File: config.mk
export PLATFORM = sky130hd
export DESIGN_NAME = receiver_flat
export DESIGN_NICKNAME = d
export VERILOG_FILES = /design/src/rtl/receiver_if.sv /design/src/rtl/receiver.sv /design/src/flat_wrapper.sv
export SDC_FILE = /design/constraint.sdc
export NUM_CORES = 1
export LEC_CHECK = 0
export CAP_MARGIN = 0
export CELL_PAD_IN_SITES_DETAIL_PLACEMENT = 0
export CELL_PAD_IN_SITES_GLOBAL_PLACEMENT = 1
export CORE_MARGIN = 5
export CORE_UTILIZATION = 41
export CTS_BUF_LIST = sky130_fd_sc_hd__clkbuf_16
export DETAILED_ROUTE_END_ITERATION = 8
export GPL_ROUTABILITY_DRIVEN = 0
export HOLD_SLACK_MARGIN = 0.03
export PLACE_DENSITY_LB_ADDON = 0.1
export SLEW_MARGIN = 10
export SYNTH_ARGS = -nofsm -noshare
export SYNTH_HDL_FRONTEND = slang
export SYNTH_SLANG_ARGS = --single-unit
export TNS_END_PERCENT = 20
File: constraint.sdc
create_clock -name clk -period 1.9 [get_ports clk]
set_clock_uncertainty 0.15 [all_clocks]
set_input_delay 0.285 -clock clk [delete_from_list [all_inputs] [get_ports clk]]
set_output_delay 0.285 -clock clk [all_outputs]
set_load 0.02 [all_outputs]
File: src/rtl/receiver_if.sv
//------------------------------------------------------------------------------
// Module      : receiver_if
// Description : Parallel-side handshake and serial-line bundle for receiver.
// Revision    : 1.0 - initial release
//------------------------------------------------------------------------------
`default_nettype none

interface receiver_if #(
    parameter int DATA_W = 8
);
    logic              cen;
    logic              si;
    logic              rd;
    logic [DATA_W-1:0] par_out;
    logic              valid;
    logic              frm_err;
    logic              ovr;

    modport master (
        output cen, si, rd,
        input  par_out, valid, frm_err, ovr
    );

    modport slave (
        input  cen, si, rd,
        output par_out, valid, frm_err, ovr
    );
endinterface

`default_nettype wire

File: src/rtl/receiver.sv
//------------------------------------------------------------------------------
// Module      : receiver
// Description : Serial-to-parallel receiver, LSB-first frames with start/stop
//               bits, valid/rd handshake, framing-error pulse, sticky overrun.
// Revision    : 1.0 - initial release
//------------------------------------------------------------------------------
`default_nettype none

module receiver #(
    parameter int DATA_W = 8
) (
    input  logic       clk,
    input  logic       rst,
    receiver_if.slave  bus
);
    localparam int C_CNT_W = (DATA_W > 1) ? $clog2(DATA_W) : 1;
    localparam logic [C_CNT_W-1:0] C_LAST = C_CNT_W'(DATA_W - 1);
    localparam logic [C_CNT_W-1:0] C_ONE  = C_CNT_W'(1);

    typedef enum logic [1:0] {
        S_IDLE    = 2'd0,
        S_DATA    = 2'd1,
        S_STOP    = 2'd2,
        S_WAIT_HI = 2'd3
    } state_t;

    state_t              r_state, w_state_nxt;
    logic [C_CNT_W-1:0]  r_cnt, w_cnt_nxt;
    logic [DATA_W-1:0]   r_sr, w_sr_nxt;
    logic [DATA_W-1:0]   r_par_out, w_par_out_nxt;
    logic                r_valid, w_valid_nxt;
    logic                r_frm_err, w_frm_err_nxt;
    logic                r_ovr, w_ovr_nxt;
    logic                w_ack;

    assign w_ack = r_valid & bus.rd;

    always_ff @(posedge clk or negedge rst) begin
        if (!rst) begin
            r_state   <= S_IDLE;
            r_cnt     <= '0;
            r_sr      <= '0;
            r_par_out <= '0;
            r_valid   <= 1'b0;
            r_frm_err <= 1'b0;
            r_ovr     <= 1'b0;
        end else begin
            r_state   <= w_state_nxt;
            r_cnt     <= w_cnt_nxt;
            r_sr      <= w_sr_nxt;
            r_par_out <= w_par_out_nxt;
            r_valid   <= w_valid_nxt;
            r_frm_err <= w_frm_err_nxt;
            r_ovr     <= w_ovr_nxt;
        end
    end

    always_comb begin
        w_state_nxt   = r_state;
        w_cnt_nxt     = r_cnt;
        w_sr_nxt      = r_sr;
        w_par_out_nxt = r_par_out;
        w_valid_nxt   = r_valid;
        w_frm_err_nxt = 1'b0;
        w_ovr_nxt     = r_ovr;

        // Acknowledge runs every clock; a good frame below may override it.
        if (w_ack) begin
            w_valid_nxt = 1'b0;
            w_ovr_nxt   = 1'b0;
        end

        if (bus.cen) begin
            case (r_state)
                S_IDLE: begin
                    if (!bus.si) begin
                        w_cnt_nxt   = '0;
                        w_state_nxt = S_DATA;
                    end
                end
                S_DATA: begin
                    w_sr_nxt  = {bus.si, r_sr[DATA_W-1:1]};
                    w_cnt_nxt = r_cnt + C_ONE;
                    if (r_cnt == C_LAST) begin
                        w_state_nxt = S_STOP;
                    end
                end
                S_STOP: begin
                    if (bus.si) begin
                        if (!r_valid || bus.rd) begin
                            w_par_out_nxt = r_sr;
                            w_valid_nxt   = 1'b1;
                        end else begin
                            w_ovr_nxt = 1'b1;
                        end
                        w_state_nxt = S_IDLE;
                    end else begin
                        w_frm_err_nxt = 1'b1;
                        w_state_nxt   = S_WAIT_HI;
                    end
                end
                S_WAIT_HI: begin
                    // A low line here is the tail of a broken frame, not a start bit.
                    if (bus.si) begin
                        w_state_nxt = S_IDLE;
                    end
                end
                default: begin
                    w_state_nxt = S_IDLE;
                end
            endcase
        end
    end

    assign bus.par_out = r_par_out;
    assign bus.valid   = r_valid;
    assign bus.frm_err = r_frm_err;
    assign bus.ovr     = r_ovr;

endmodule

`default_nettype wire

File: src/flat_wrapper.sv
// flat-port wrapper written by rule: the top's interface ports become plain ports
module receiver_flat 
#(
    parameter int DATA_W = 8
)
  (clk, rst, bus_cen, bus_si, bus_rd, bus_par_out, bus_valid, bus_frm_err, bus_ovr);
  receiver_if #(.DATA_W(DATA_W)) bus_i ();
  input  logic clk;
  input  logic rst;
  input wire logic [$bits(bus_i.cen)-1:0] bus_cen;
  input wire logic [$bits(bus_i.si)-1:0] bus_si;
  input wire logic [$bits(bus_i.rd)-1:0] bus_rd;
  output wire logic [$bits(bus_i.par_out)-1:0] bus_par_out;
  output wire logic [$bits(bus_i.valid)-1:0] bus_valid;
  output wire logic [$bits(bus_i.frm_err)-1:0] bus_frm_err;
  output wire logic [$bits(bus_i.ovr)-1:0] bus_ovr;
  assign bus_i.cen = bus_cen;
  assign bus_i.si = bus_si;
  assign bus_i.rd = bus_rd;
  assign bus_par_out = bus_i.par_out;
  assign bus_valid = bus_i.valid;
  assign bus_frm_err = bus_i.frm_err;
  assign bus_ovr = bus_i.ovr;
  receiver #(.DATA_W(DATA_W)) u_core (.clk(clk), .rst(rst), .bus(bus_i));
endmodule
Yosys cells after proc, flatten, opt, wreduce, memory -nomap -nowiden
Cells that the tools add are included.
{ "word_totals": {"regBits": 24, "in_bits": 5, "output_inout_bits": 11, "wordCells": 44} }
{ "classes": {"n_addsub": 1, "eq_ne": 7, "muxes": 20, "bitwise": 1, "n_reduce_logical": 8} }
{ "ops": {"columns": ["operator", "count"], "rows": [
  ["1-bit 2-to-1 mux", 13],
  ["2-bit 2-to-1 mux", 4],
  ["2-bit one-hot mux with 4 select lines", 1],
  ["4-bit AND reduction", 2],
  ["3-bit one-hot mux with 2 select lines", 1],
  ["2-bit equality test, second input constant", 2],
  ["2-bit inequality test, second input constant", 2],
  ["3-bit by 1-bit adder with 3-bit output, second input constant", 1],
  ["3-bit equality test, second input constant", 1],
  ["3-bit 2-to-1 mux", 1],
  ["3-bit AND reduction", 1],
  ["2-bit by 1-bit equality test with 1-bit output, second input constant", 1],
  ["2-bit zero test", 1],
  ["2-bit by 1-bit inequality test with 1-bit output, second input constant", 1],
  ["2-bit AND reduction", 1],
  ["2-bit nonzero test", 1],
  ["1-bit AND", 1],
  ["1-bit zero test", 1],
  ["1-bit logical OR", 1]
]} }

Longest topological paths before layout
Gate-level depths: netlist (run 1).
{ "logic_depth": {"ltp_word": 6, "ltp_mapped": 5, "mapped_depth_nobuf": 5} }

Worst setup path before layout (run 1)
OpenSTA, ideal clock, no wires.
{ "synth_path": {"kind": "flip-flop to flip-flop", "start": "register u_core.r_state[1]", "end": "register u_core.r_sr[0]", "setup_time_ns": 0.125, "t_arrival_ns": 1.206, "required_time_ns": 1.625, "slack_ns": 0.419, "stages_incl_launch_ff": 5, "path_buffers": 1, "period_less_slack_ns": 1.481, "cell_sequence": "dfrtp_1 -> clkbuf_2 -> and2b_2 -> nand2_1 -> mux2_2"} }
{ "synth_between": {"elab_chain_len": 2} }
{ "synth_lines": {"columns": ["element", "line", "rtl"], "rows": [
  ["start, declared", "receiver.sv:27", "state_t r_state, w_state_nxt;"],
  ["start signal, assigned", "receiver.sv:48", "r_state <= w_state_nxt;"],
  ["2-bit by 1-bit equality test with 1-bit output", "receiver.sv:74", "case (r_state)"],
  ["2-bit AND reduction (no source line)", null, null],
  ["end signal, assigned", "receiver.sv:50", "r_sr <= w_sr_nxt;"],
  ["end, declared", "receiver.sv:29", "logic [DATA_W-1:0] r_sr, w_sr_nxt;"]
]} }
No other way between the ends.
A chain may end at the register's enable or synchronous reset.

Worst setup path in the final report (run 1)
{ "layout_path": {"start": "register u_core.r_valid, in the netlist u_core.bus.valid", "end": "output bus_valid"} }
{ "layout_rtl": {"columns": ["element", "line", "rtl"], "rows": [
  ["start, declared", "receiver.sv:31", "logic r_valid, w_valid_nxt;"],
  ["start signal, assigned", "receiver.sv:52", "r_valid <= w_valid_nxt;"],
  ["end, declared", "flat_wrapper.sv:14", "output wire logic [$bits(bus_i.valid)-1:0] bus_valid;"]
]} }
No word-level cell between the ends.

==> results of run 1 <==
state kept, by name, summed over array words and instances (netlist names), named ones only:
name	cells
u_core.bus.valid	1
u_core.r_state	2
u_core.bus.par_out	8
u_core.r_sr	8
u_core.r_cnt	3
u_core.bus.frm_err	1
cells in the final DEF (no fill, tap or decap):
master / netlist / routed
buf_4: 0 / 7
inv_1: 3 / 3
and2b_2: 1 / 1
a21oi_4: 1 / 1
a21oi_1: 2 / 2
a2bb2oi_1: 1 / 1
nand2_1: 4 / 4
nor2_1: 2 / 2
clkbuf_16: 0 / 3
mux2_2: 16 / 16
a31oi_1: 2 / 2
and4bb_2: 1 / 1
nand4b_4: 1 / 1
o21ai_0: 5 / 5
dfrtp_1: 24 / 24
bufinv_16: 0 / 1
a22o_1: 2 / 2
ha_1: 2 / 2
clkdlybuf4s50_1: 0 / 15
metal layers:
| metal | global-route usage | wire length (um) | vias up |
|---|---|---|---|
| li1 | - | - | 297 |
| met1 | 0.1559 | 810 | 278 |
| met2 | 0.1514 | 669 | 14 |
| met3 | 0.02851 | 80 | 5 |
| met4 | 0.07767 | 48 | 0 |
| met5 | 0 | 0 | - |
metrics by stage:
stage	hold slack, ps	instance area (um^2)
global placement	334.7	1212
CTS	240.4	1318
finish	224.3	1318
global route	256.5	1318
floorplan	-160.6	979.7
detailed placement	339.9	1212
worst paths after layout:
check	endpoint	startpoint	slack (ps)	cells after the start
worst min-delay path	u_core.bus.valid	rst	220	2
worst max-delay path	bus_valid	u_core.bus.valid	140	1
worst max register to register	u_core.bus.par_out[1]	u_core.r_state[0]	310	3
min in group clk	u_core.r_sr[0]	u_core.r_sr[0]	350	1
max in group asynchronous	u_core.r_cnt[1]	rst	1140	2
worst min register to register	u_core.r_sr[0]	u_core.r_sr[0]	350	1
cell type report:
type / instances / share of cell area
Multi-Input combinational cell: 40 / 0.2754
Inverter: 3 / 0.008547
Clock inverter: 1 / 0.02279
Sequential cell: 24 / 0.4558
Tap cell: 28 / 0.02659
Clock buffer: 3 / 0.05698
Timing Repair Buffer: 22 / 0.1538
kinds of logic after synthesis:
family,Yosys count,synth area share
buf+inv,4,0.01660
simple gates,9,0.06896
fa+ha+maj,2,0.02554
flops,24,0.6130
mux,16,0.1839
compound gates,13,0.09196
where the power goes:
group	total [mW]	internal (mW)	switching, mW
logic	0.615	0.361	0.254
registers	0.836	0.705	0.131
clock network	0.602	0.419	0.183
total	2.05	1.49	0.568
==> flow_metrics.py, run 1 <==
metrics = {
    "final_layout": {
        "multi_input_area_um2": 362.8,
        "fillers": 204,
        "area.sequential_um2": 600.6,
        "antenna_cells": 0,
        "final_cells": 121,
        "final_core_util": 0.5844,
        "nets": 101,
        "drive_above_1_share": 0.3333,
        "syn2layout_area_growth_pct": 34.48,
    },
    "grt": {
        "grt_pass1_wl_mm": 2.877,
        "grt_start_max_net_pins": 25,
        "grt_pass1_vias": 632,
        "antenna_found_initial": 0,
        "track_usage": 0.1125,
        "grt-ovfl-total": 0,
    },
    "yosys": {
        "avgSynthCellArea_um2": 14.41,
        "synth-seq-area-share": 0.6130,
        "synth-edff-count": 0,
        "synth_cells": 68,
        "synth.most_common_cell": "dfrtp_1",
        "synth_common_cells": "dfrtp_1, mux2_2, o21ai_0",
        "yosysWarnings": 0,
        "ys_types": 16,
        "ys_ff_latch": 24,
        "syn-cell-area_um2": 979.7,
        "yosys.area.top_type_share": 0.6130,
        "yosys-top-cells-area": "dfrtp_1, mux2_2, ha_1, o21ai_0, nand4b_4",
        "syn_nets": 75,
        "ys_async_sr_fraction": 1.000,
        "yosys_most_used_dff": "dfrtp_1",
        "synth_top_cell_by_area": "dfrtp_1",
    },
    "power_and_ir_drop": {
        "ir_drop_v": 0.0008535,
        "power_leakage_nw": 0.6162,
        "p_per_area_nw_per_um2": 1558,
        "total_power_mw": 2.053,
    },
    "setup_path": {
        "crit_path_start_kind": "flip-flop",
        "slowest_stage": "clkdlybuf4s50_1",
        "crit_type": "reg2out",
        "end_kind": "primary output",
        "cp_data_arrival_time_ps": 1320,
        "crit_required_ps": 1460,
        "path_cells": "clkdlybuf4s50_1",
        "cp_slowest_stage_delay_ps": 630,
        "crit_family": "buffers and inverters",
        "cp_max_fo": 4,
        "cp_num_buf_inv": 1,
    },
    "cts": {
        "htreeDepth": 1,
        "cts_hold_buffers": 0,
        "numCtsBuffers": 3,
        "cts_setup_buffers": 0,
        "cts.repair.resized": 0,
        "clk-insertion-delay-late_ps": 260,
        "cts_tree": "yes",
        "cts_max_path_buffers": 2,
        "clk_pin_slew_ps": 60,
        "cts.sinks": 24,
        "root_buffer": "clkbuf_16",
    },
    "timing": {
        "slew_headroom": 0.7530,
        "fin_tns_setup_ps": 0,
        "worst_pin_slew_ps": 366.6,
        "hold_viol": 0,
        "drv_slew": 0,
        "fin_ws_ps": 141.9,
        "rsz0062_at_grt": "no",
        "finalCriticalPeriod_ps": 1758,
        "fin_crit_sh": 0.9253,
        "setup_viol": 0,
        "max_freq_mhz": 568.8,
    },
    "routing": {
        "drc": 0,
        "drt-pass1-iter-count": 2,
        "vias": 594,
        "wire_per_inst_um": 13.29,
        "viasPerCell": 4.909,
        "final_antenna_net_count": 0,
        "drt-total-wl_mm": 1.608,
        "drt-initial-drc-count": 2,
    },
    "outcome": {
        "status": "finished, final reports clean",
    },
    "floorplanning": {
        "core-area_um2": 2255,
        "die_area_um2": 3467,
        "die_w_um": 58.88,
        "io_pins": 16,
        "fp-row-count": 17,
        "initial_utilization": 0.4345,
        "die_h_um": 58.88,
    },
    "worst_hold_path": {
        "hp-class": "in2async",
    },
    "place": {
        "io_buffers": 15,
        "dp.cells": 117,
        "dp_hpwl_mm": 1.094,
        "post-place-ws_ps": -103.7,
    },
    "flow_run": {
        "drv_cap": 0,
    },
}
No activity file was read; power rests on OpenSTA's default activity.
==> inputs of run 2 (changes only) <==
--- a/config.mk
+++ b/config.mk
@@ -9,12 +9,12 @@
 export CELL_PAD_IN_SITES_DETAIL_PLACEMENT = 0
 export CELL_PAD_IN_SITES_GLOBAL_PLACEMENT = 1
 export CORE_MARGIN = 5
-export CORE_UTILIZATION = 41
+export CORE_UTILIZATION = 45
 export CTS_BUF_LIST = sky130_fd_sc_hd__clkbuf_16
 export DETAILED_ROUTE_END_ITERATION = 8
 export GPL_ROUTABILITY_DRIVEN = 0
 export HOLD_SLACK_MARGIN = 0.03
-export PLACE_DENSITY_LB_ADDON = 0.1
+export PLACE_DENSITY_LB_ADDON = 0.25
 export SLEW_MARGIN = 10
 export SYNTH_ARGS = -nofsm -noshare
 export SYNTH_HDL_FRONTEND = slang
==> constraint.sdc (replaced) <==
create_clock -name clk -period 2.1 [get_ports clk]
set_clock_uncertainty 0.15 [all_clocks]
set_input_delay 0.315 -clock clk [delete_from_list [all_inputs] [get_ports clk]]
set_output_delay 0.315 -clock clk [all_outputs]
set_load 0.02 [all_outputs]
==> flow_metrics.py, run 2 (same netlist as run 1, synthesis figures left out) <==
metrics = {
    "cts": {
        "clk_pin_slew_ps": 60,
        "htreeDepth": 1,
        "numCtsBuffers": 3,
        "cts_tree": "yes",
        "cts_hold_buffers": 0,
        "cts_max_path_buffers": 2,
        "cts_setup_buffers": 0,
        "cts.sinks": 24,
        "clk-insertion-delay-late_ps": 250,
        "cts.repair.resized": 0,
        "root_buffer": "clkbuf_16",
    },
    "routing": {
        "drt-pass1-iter-count": 2,
        "vias": 560,
        "viasPerCell": 4.870,
        "final_antenna_net_count": 0,
        "drt-total-wl_mm": 1.514,
        "wire_per_inst_um": 13.17,
        "drt-initial-drc-count": 4,
        "drc": 0,
    },
    "timing": {
        "hold_viol": 0,
        "finalCriticalPeriod_ps": 1782,
        "fin_tns_setup_ps": 0,
        "setup_viol": 0,
        "fin_crit_sh": 0.8484,
        "drv_slew": 0,
        "worst_pin_slew_ps": 337.1,
        "max_freq_mhz": 561.3,
        "rsz0062_at_grt": "no",
        "whs_ps": 263.8,
        "slew_headroom": 0.7729,
        "fin_ws_ps": 318.3,
    },
    "place": {
        "place_area_um2": 1174,
        "dp_hpwl_mm": 1.091,
        "post-place-ws_ps": 45.00,
        "io_buffers": 15,
    },
    "final_layout": {
        "final_cell_mix": "dfrtp_1, mux2_2, clkdlybuf4s50_1",
        "area.sequential_um2": 600.6,
        "antenna_cells": 0,
        "layout_commonest_cell": "dfrtp_1",
        "final_cell_area_um2": 1252,
        "multi_input_area_um2": 362.8,
        "nets": 96,
        "drive_above_1_share": 0.2841,
        "fillers": 147,
        "syn2layout_area_growth_pct": 27.84,
    },
    "floorplanning": {
        "fp-row-count": 16,
        "die_h_um": 56.66,
        "die_area_um2": 3210,
        "io_pins": 16,
        "die_w_um": 56.66,
        "core-area_um2": 2022,
        "initial_utilization": 0.4845,
    },
    "power_and_ir_drop": {
        "comb_power_share": 0.308,
        "p_per_area_nw_per_um2": 1352,
        "total_power_mw": 1.693,
        "clock_power_share": 0.239,
        "p_int_mw": 1.198,
        "power_leakage_nw": 0.5796,
        "p_seq_frac": 0.453,
        "ir_drop_v": 0.0009747,
        "p_sw_frac": 0.2923,
        "power.switching_mw": 0.4950,
    },
    "setup_path": {
        "crit_path_start_kind": "input pin",
        "cp_max_fo": 8,
        "end_kind": "flip-flop",
        "crit_required_ps": 2090,
        "r2r_slack_ps": 490,
        "crit_type": "in2reg",
        "cp_data_arrival_time_ps": 1770,
    },
    "grt": {
        "grt-ovfl-total": 0,
        "grt_start_max_net_pins": 25,
        "grt_pass1_vias": 573,
        "grt_pass1_wl_mm": 2.656,
        "track_usage": 0.1096,
        "antenna_found_initial": 0,
    },
    "worst_hold_path": {
        "hp-class": "in2async",
    },
    "flow_run": {
        "drv_cap": 0,
    },
    "outcome": {
        "status": "finished, final reports clean",
    },
}
[run 2: changes by cell type in the layout (fill, tap and decap cells not counted), sizes merged]
cell	change
clkinv	+1
bufinv	-1
buf	-5
[run 2: worst max-delay path, stage by stage]
cell	delay, ps
clkdlybuf4s50_1	640
nand4b_4	160
a21oi_4	280
mux2_2	370
[run 2: final cells by class]
type / count / area share
Clock buffer: 3 / 0.05994
Clock inverter: 1 / 0.002997
Inverter: 3 / 0.008991
Multi-Input combinational cell: 40 / 0.2897
Sequential cell: 24 / 0.4795
Tap cell: 27 / 0.02697
Timing Repair Buffer: 17 / 0.1319
[run 2: final timing paths]
check,cells past startpoint,from,endpoint
worst min-delay path,2,rst,u_core.r_state[1]
worst max-delay path,4,bus_cen,u_core.bus.par_out[1]
max in group asynchronous,2,rst,u_core.bus.par_out[0]
min in group clk,1,u_core.r_cnt[1],u_core.r_cnt[1]
worst min register to register,1,u_core.r_cnt[1],u_core.r_cnt[1]
worst max register to register,3,u_core.r_state[1],u_core.r_sr[6]
[run 2: per-stage QoR]
step                cells  utilization
floorplan              68            -
global placement      111       0.5804
detailed placement    111       0.5804
CTS                   115       0.6194
global route          115       0.6194
finish                115       0.6194
[run 2: power groups by stage]
stage / clock network (mW) / logic, mW / registers (mW)
floorplan: 0 / 0.293 / 0.798
global placement: 0 / 0.517 / 0.767
detailed placement: 0 / 0.528 / 0.774
CTS: 0.415 / 0.533 / 0.768
global route: 0.432 / 0.576 / 0.794
finish: 0.405 / 0.521 / 0.767
[run 2: layer usage]
layer  routed length [um]  vias to the layer above  global-route usage
li1                     -                      283                   -
met1                  743                      257              0.1395
met2                  619                       15              0.1535
met3                  122                        5             0.04817
met4                   29                        0             0.06102
met5                    0                        -                   0
